==> src/rtl/conv_frame_sequencer.sv <==
// rtl/conv_frame_sequencer.sv - raster read-address sequencer for a pipelined frame filter
module conv_frame_sequencer #(
  parameter int IMAGE_WIDTH  = 320,
  parameter int IMAGE_HEIGHT = 240,
  parameter int ADDR_BITS    = $clog2(IMAGE_WIDTH * IMAGE_HEIGHT),
  parameter int PIPE_LATENCY = 6
) (
  input  logic                 clk,
  input  logic                 reset,
  input  logic                 frame_req,
  input  logic                 ready,
  output logic [ADDR_BITS-1:0] rdaddress,
  output logic                 rden,
  output logic                 pix_valid,
  output logic                 sof,
  output logic                 eof,
  output logic                 busy,
  output logic                 frame_done,
  output logic [7:0]           frame_count
);

  localparam int NPIX = IMAGE_WIDTH * IMAGE_HEIGHT;
  localparam int CW   = (IMAGE_WIDTH  > 1) ? $clog2(IMAGE_WIDTH)  : 1;
  localparam int RW   = (IMAGE_HEIGHT > 1) ? $clog2(IMAGE_HEIGHT) : 1;

  localparam logic [CW-1:0]        COL_LAST  = CW'(IMAGE_WIDTH - 1);
  localparam logic [RW-1:0]        ROW_LAST  = RW'(IMAGE_HEIGHT - 1);
  localparam logic [ADDR_BITS-1:0] ADDR_LAST = ADDR_BITS'(NPIX - 1);
  localparam logic [3:0]           DRAIN_END = 4'(PIPE_LATENCY - 1);

  typedef enum logic [1:0] {IDLE, SCAN, DRAIN, DONE} state_t;

  state_t               state;
  logic [CW-1:0]        col;
  logic [RW-1:0]        row;
  logic [ADDR_BITS-1:0] addr;
  logic                 last_issued;
  logic                 pending;
  logic [3:0]           drain_cnt;
  logic [2:0]           pipe [PIPE_LATENCY];

  logic last_pos;
  assign last_pos = (col == COL_LAST) && (row == ROW_LAST);

  // Frame FSM: issues one raster address per ready cycle, then waits out the filter latency
  always_ff @(posedge clk) begin
    if (reset) begin
      state       <= IDLE;
      col         <= '0;
      row         <= '0;
      addr        <= '0;
      last_issued <= 1'b0;
      pending     <= 1'b0;
      drain_cnt   <= '0;
      rdaddress   <= '0;
      rden        <= 1'b0;
      busy        <= 1'b0;
      frame_done  <= 1'b0;
      frame_count <= '0;
    end else begin
      rden       <= 1'b0;
      frame_done <= 1'b0;
      case (state)
        IDLE: begin
          if (frame_req) begin
            state       <= SCAN;
            busy        <= 1'b1;
            rdaddress   <= '0;
            col         <= '0;
            row         <= '0;
            addr        <= '0;
            last_issued <= 1'b0;
            pending     <= 1'b0;
          end
        end
        SCAN: begin
          if (frame_req) pending <= 1'b1;
          if (last_issued) begin
            // last address was shown on rden during this cycle; start draining
            state     <= DRAIN;
            drain_cnt <= '0;
          end else if (ready) begin
            rden      <= 1'b1;
            rdaddress <= addr;
            if (last_pos) begin
              last_issued <= 1'b1;
            end else begin
              addr <= addr + 1'b1;
              if (col == COL_LAST) begin
                col <= '0;
                row <= row + 1'b1;
              end else begin
                col <= col + 1'b1;
              end
            end
          end
        end
        DRAIN: begin
          if (frame_req) pending <= 1'b1;
          if (drain_cnt == DRAIN_END) begin
            state       <= DONE;
            frame_done  <= 1'b1;
            frame_count <= frame_count + 1'b1;
          end else begin
            drain_cnt <= drain_cnt + 1'b1;
          end
        end
        DONE: begin
          // a request arriving in this very cycle is honoured like a pending one
          if (pending || frame_req) begin
            state       <= SCAN;
            rdaddress   <= '0;
            col         <= '0;
            row         <= '0;
            addr        <= '0;
            last_issued <= 1'b0;
            pending     <= 1'b0;
          end else begin
            state <= IDLE;
            busy  <= 1'b0;
          end
        end
        default: begin
          state <= IDLE;
          busy  <= 1'b0;
        end
      endcase
    end
  end

  // Delay line of {valid, first, last} matching the filter latency; runs every cycle
  always_ff @(posedge clk) begin
    if (reset) begin
      for (int k = 0; k < PIPE_LATENCY; k++) pipe[k] <= 3'b000;
    end else begin
      for (int k = PIPE_LATENCY - 1; k > 0; k--) pipe[k] <= pipe[k-1];
      pipe[0] <= {rden, rden && (rdaddress == '0), rden && (rdaddress == ADDR_LAST)};
    end
  end

  assign pix_valid = pipe[PIPE_LATENCY-1][2];
  assign sof       = pipe[PIPE_LATENCY-1][1];
  assign eof       = pipe[PIPE_LATENCY-1][0];

endmodule

==> config.mk <==
export PLATFORM = sky130hd
export DESIGN_NAME = conv_frame_sequencer
export DESIGN_NICKNAME = d
export VERILOG_FILES = /design/src/rtl/conv_frame_sequencer.sv
export SDC_FILE = /design/constraint.sdc
export NUM_CORES = 1
export LEC_CHECK = 0
export ABC_AREA = 1
export BUFFER_PORTS_ARGS = -buffer_cell sky130_fd_sc_hd__buf_2
export CAP_MARGIN = 40
export CORE_UTILIZATION = 55
export CTS_CLUSTER_SIZE = 40
export DETAILED_ROUTE_END_ITERATION = 12
export PLACE_DENSITY = 0.74
export RECOVER_POWER = 25
export SKIP_CTS_REPAIR_TIMING = 1
export SLEW_MARGIN = 20
export SYNTH_ARGS = -nofsm -noshare
export SYNTH_HDL_FRONTEND = slang
export SYNTH_SLANG_ARGS = --single-unit
==> constraint.sdc <==
create_clock -name clk -period 2.08 [get_ports clk]
set_input_delay 0.208 -clock clk [delete_from_list [all_inputs] [get_ports clk]]
set_output_delay 0.208 -clock clk [all_outputs]
set_load 0.05 [all_outputs]
======== Word-level counts from Yosys, hierarchy flattened ========
Memories as Yosys holds them, arrays and structs flattened.
Cells that the tools add are included.
W data, S select, Z words.
cells by class
  add/subtract/negate cells ............... 5
  multiply operators ...................... 0
  div/mod/pow operators ................... 0
  magnitude comparators ................... 0
  equality and inequality tests ........... 18
  shift operators ......................... 0
  multiplexer cells ....................... 52
  bitwise logic cells ..................... 8
  reductions and logical operators ........ 21
operators by type and width
  operator                 count
  $mux W17                 7
  $pmux W17 S3             2
  $mux W9                  6
  $mux W8                  6
  $pmux W9 S3              1
  $pmux W8 S3              1
  $ne A2 B2 Y1 const B     10
  $mux W3                  6
  $add A17 B1 Y17 const B  1
  $eq A17 B17 Y1 const B   1
  $logic_not A17 Y1        1
  $add A8 B1 Y8 const B    2
  $reduce_and A3 Y1        5
  $mux W1                  13
  $add A9 B1 Y9 const B    1
  $eq A9 B9 Y1 const B     1
  $eq A8 B8 Y1 const B     1
  $mux W4                  2
  $pmux W2 S4              1
  $pmux W4 S2              1
  $reduce_and A7 Y1        1
  $mux W2                  3
  $or A1 B1 Y1             6
  $pmux W1 S3              2
  other kinds (17)         23
word-level totals
  register bits after elaboration ......... 70
  latch bits .............................. 0
  memory bits (writable) .................. 18
  ROM bits ................................ 0
  input bits .............................. 4
  output and inout bits ................... 31
  memories kept ........................... 1
memories
  name  words  width  read ports  clocked after memory_dff  wr ports  RTL line  source
  pipe  6      3      6           0                         6         40        logic [2:0] pipe [PIPE_LATENCY];

======== Depth between registers and ports, before layout ========
  depth in word-level cells ............... 6
  mapped depth ............................ 12

======== Least setup slack after synthesis ========
OpenSTA, ideal clock, no wires.
  path kind ............................... reg2reg
  from .................................... reg state[1]
  to ...................................... reg col[4]
  arrival ................................. 1.618 ns
  required time ........................... 1.967 ns
  slack ................................... 0.348 ns
  stages on the path, launching flop included .. 11
  path buffers ............................ 1
  cells stage by stage .................... dfxtp_1 inv_1 ha_1 nand2_1 o21ai_2 nand3b_4 nor2_4 buf_2 nand3_1 nand2_1 nor2_1
on the way
  word-level cells in the longest chain between the ends .. 3
ends and longest elaborated chain
  item                                                                        RTL line  source
  from (decl)                                                                 33        state_t state;
  from (signal assigned)                                                      48        state <= IDLE;
  from (signal assigned)                                                      66        state <= SCAN;
  from (signal assigned)                                                      80        state <= DRAIN;
  $eq A2 B1 Y1 (tied with other cells)                                        63        case (state)
  $ne A2 B2 Y1 (no source line) / $reduce_bool A3 Y1 (equally long branches)  --
  $reduce_and A6 Y1 (no source line)                                          --
  to (signal assigned)                                                        93        col <= col + 1'b1;
  to (decl)                                                                   34        logic [CW-1:0] col;
Parallel ways exist; a longest one is shown, timed or not.
A chain may end at the register's enable or synchronous reset.

======== Worst setup path after layout ========
  from .................................... reg state[0]
  to ...................................... reg addr[3]
on the way
  word-level cells in the longest chain between the ends .. 3
ends and longest elaborated chain
  item                                                                        RTL line  source
  $eq A2 B1 Y1 (tied with other cells)                                        63
  $ne A2 B2 Y1 (no source line) / $reduce_bool A3 Y1 (equally long branches)  --
  $reduce_and A6 Y1 (no source line)                                          --
  to (signal assigned)                                                        88        addr <= addr + 1'b1;
  to (decl)                                                                   36        logic [ADDR_BITS-1:0] addr;
Parallel ways exist; a longest one is shown, timed or not.

==> results.json <==
{
  "grt_antenna_before_repair": 0,
  "fin_crit_sh": 0.933,
  "end_kind": "flop",
  "synth-seq-cells": 88,
  "synthAdderAreaFrac": 0.0357,
  "die-area_sq_mm": 0.00801,
  "critical_path.startpoint": "state[0]",
  "drive_gt1_frac": 0.124,
  "final_nets": 655,
  "track_usage": 0.239,
  "first_global_vias": 3432,
  "cts_tree": "built",
  "yosysTopAreaCell": "dfxtp_1",
  "cts_root_buffer": "clkbuf_8",
  "drv_cap": 0,
  "via_count": 3761,
  "synth_edf_count": 0,
  "synth_cells": 594,
  "finalWorstSetupSlack_ns": 0.140,
  "avgSynthCellArea_sq_um": 7.09,
  "synthesis.area_sq_mm": 0.00421,
  "diodes": 0,
  "period_minus_slack_ns": 1.94,
  "clkLatencyLatePin_ns": 0.37,
  "totalWireLength_um": 8950,
  "rr_endpoint": "addr[3]",
  "dieHeight_um": 89.5,
  "tightest_slew_ns": 0.983,
  "synth_common_cells": "nand2_1 (115), nor2_1 (99), dfxtp_1 (88), inv_1 (79), a21oi_1 (43)",
  "leakage_nw": 1.87,
  "yosysMostFrequentCell": "nand2_1",
  "crit_chain": "inv_1 > ha_1 > inv_1 > nor2_1 > nor2_4 > nand2_2 > nor2_4 > buf_12 > nand2_8 > buf_4 > o21ai_1 > nand2_1 > nor2_1",
  "synth-simple-area-share": 0.308,
  "muxShareOfSynthArea": 0,
  "final-setup-viol-count": 0,
  "clockPowerShare": 0.223,
  "gp_congestion": 0.893,
  "wl_per_cell_um": 12.0,
  "multiInputGateArea_sq_mm": 0.00206,
  "crit_path_top_delay_cell": "dfxtp_4",
  "crit_arrival_ns": 2.26,
  "path_max_fanout": 17,
  "grt_pass1_wl_um": 14800,
  "rows": 31,
  "power_mw": 5.33,
  "synth.net_count": 610,
  "numCtsBuffers": 9,
  "vdd_drop_max_mv": 0.455,
  "power_density_mw_per_mm2": 1120,
  "gr-total-overflow": 0,
  "drtAntennaViolNets": 0,
  "critPathKind": "reg2reg",
  "drt_first_pass_iters": 5,
  "post-place-ws_ns": 0.0379,
  "area_growth_pct": 13.2,
  "cts.sinks": 88,
  "grt_max_degree": 31,
  "synth_top_flop_cell": "dfxtp_1",
  "power.internal_mw": 3.00,
  "max_stage_delay_ns": 0.38,
  "io_pins": 35,
  "core_area_sq_mm": 0.00733,
  "fin_worst_skew_ns": 0.0117,
  "p_sw_frac": 0.437,
  "worstReg2RegStart": "state[0]",
  "clk_pin_slew_ns": 0.10,
  "seq_area_sq_mm": 0.00177,
  "drt_iter0_markers": 226,
  "synth_compound_area_frac": 0.122,
  "crit_path_start_kind": "flop",
  "dp.final_hpwl_um": 6390,
  "comb_power_share": 0.398,
  "switchingPower_mw": 2.33,
  "drcViolationCount": 0,
  "cp-endpoint": "addr[3]",
  "yosysSeqAreaShare": 0.418,
  "nFillCells": 661,
  "status": "finished clean",
  "r2r_slack_ns": 0.14,
  "synth.area.top_cells": "dfxtp_1 (42%), nand2_1 (10%), nor2_1 (8.8%), inv_1 (7.0%), a21oi_1 (5.1%)",
  "start_util": 0.574,
  "seqPwrFrac": 0.380,
  "io_buffers": 34,
  "path_buf_inv": 4,
  "clockBufferDepth": 2,
  "worst-r2r-cell-count": 13,
  "fmax_ghz": 0.515,
  "ys_types": 37,
  "h-tree-depth": 3,
  "async_reset_ff_frac": 0,
  "relSlewSlack": 0.344,
  "critPathRequiredTime_ns": 2.40,
  "critPathTopFamily": "simple AND/OR/NAND/NOR gates",
  "drv_slew": 0,
  "hold_violations": 0,
  "via_per_inst": 5.06,
  "min_path_type": "in2reg",
  "synth_xor_area_frac": 0.0187,
  "netlist.area_leader.share": 0.418,
  "ys_warn_count": 0,
  "worst-path-stages": 13,
  "synth_top_family_by_area": "simple AND/OR/NAND/NOR gates",
  "die_x_um": 89.5
}
==> layout make-up <==
type                            count  share of cell area
Clock buffer                        9              0.0260
Clock inverter                      7              0.0152
Inverter                           84              0.0661
Multi-Input combinational cell    404               0.431
Sequential cell                    88               0.371
Tap cell                           99              0.0260
Timing Repair Buffer               52              0.0646
==> tightest hold or removal path, delay by kind of cell <==
family,cells,cell delay [ns]
and+or+nand+nor,2,0.09
buffers and inverters,1,0.13
==> per-layer routing <==
layer	share of wire	GRT usage	vias up	routed length [um]
li1	-	-	1985	-
met1	0.46	0.283	1687	4150
met2	0.48	0.424	76	4330
met3	0.039	0.0471	13	350
met4	0.014	0.0952	0	127
met5	0	0	-	0
==> sequential cells by signal (all words and copies together), names as in the netlist <==
register / count
addr: 17
busy: 1
col: 9
drain_cnt: 4
frame_count: 8
frame_done: 1
last_issued: 1
pending: 1
pipe: 18
rdaddress: 17
rden: 1
row: 8
state: 2
==> how the worst min path moves through the flow <==
stage	startpoint	end	slack, ns	depth (start not counted)
5_1_grt	ready	rden	0.1	3
4_1_cts	ready	rden	0.09	3
3_3_place_gp	pipe[0][11]	pipe[0][14]	0.39	2
6_report	ready	rden	0.1	3
3_5_place_dp	pipe[0][10]	pipe[0][13]	0.40	2
2_1_floorplan	ready	rden	0.33	2
==> layout by cell type (no fill, tap or decap), drive strengths merged <==
master,instances
clkinv,2
a31oi,1
xnor2,4
o21ai,27
inv,88
dfxtp,88
nor4,3
nand3,38
a22oi,14
o21bai,2
nor3b,4
nor2,105
ha,12
clkinvlp,1
o21a,1
nand2,121
buf,38
xor2,5
o22ai,1
a21oi,43
nand4,9
nand3b,1
nor3,11
a211oi,2
clkbuf,23
==> through the flow <==
stage | cell area [sq um] | hold slack [ns] | instances | TNS (ns) | utilization
2_1_floorplan | 4210 | 0.329 | 594 | 0 | -
3_3_place_gp | 4530 | 0.389 | 724 | 0 | 0.619
3_5_place_dp | 4530 | 0.396 | 724 | 0 | 0.619
4_1_cts | 4730 | 0.0883 | 740 | 0 | 0.645
5_1_grt | 4770 | 0.0984 | 743 | -0.0107 | 0.650
6_report | 4770 | 0.0970 | 743 | 0 | 0.650
==> kinds of logic (layout without fill, tap and decap cells) <==
| group | Yosys count | in the layout |
|---|---|---|
| buffers and inverters | 102 | 152 |
| XOR/XNOR | 9 | 9 |
| AND/OR/NAND/NOR | 292 | 292 |
| adder cells (fa/ha/maj) | 12 | 12 |
| flip-flops | 88 | 88 |
| AO/OA/AOI/OAI | 91 | 91 |
==> power by group through the flow <==
| stage | sequential [mW] | clock (mW) | combinational, mW |
|---|---|---|---|
| 6_report | 2.02 | 1.19 | 2.12 |
| 5_1_grt | 2.05 | 1.27 | 2.33 |
| 4_1_cts | 2.01 | 1.20 | 2.03 |
| 3_5_place_dp | 2.05 | 0 | 2.02 |
| 3_3_place_gp | 2.04 | 0 | 1.99 |
| 2_1_floorplan | 2.48 | 0 | 1.12 |
(Power assumes the default switching activity.)
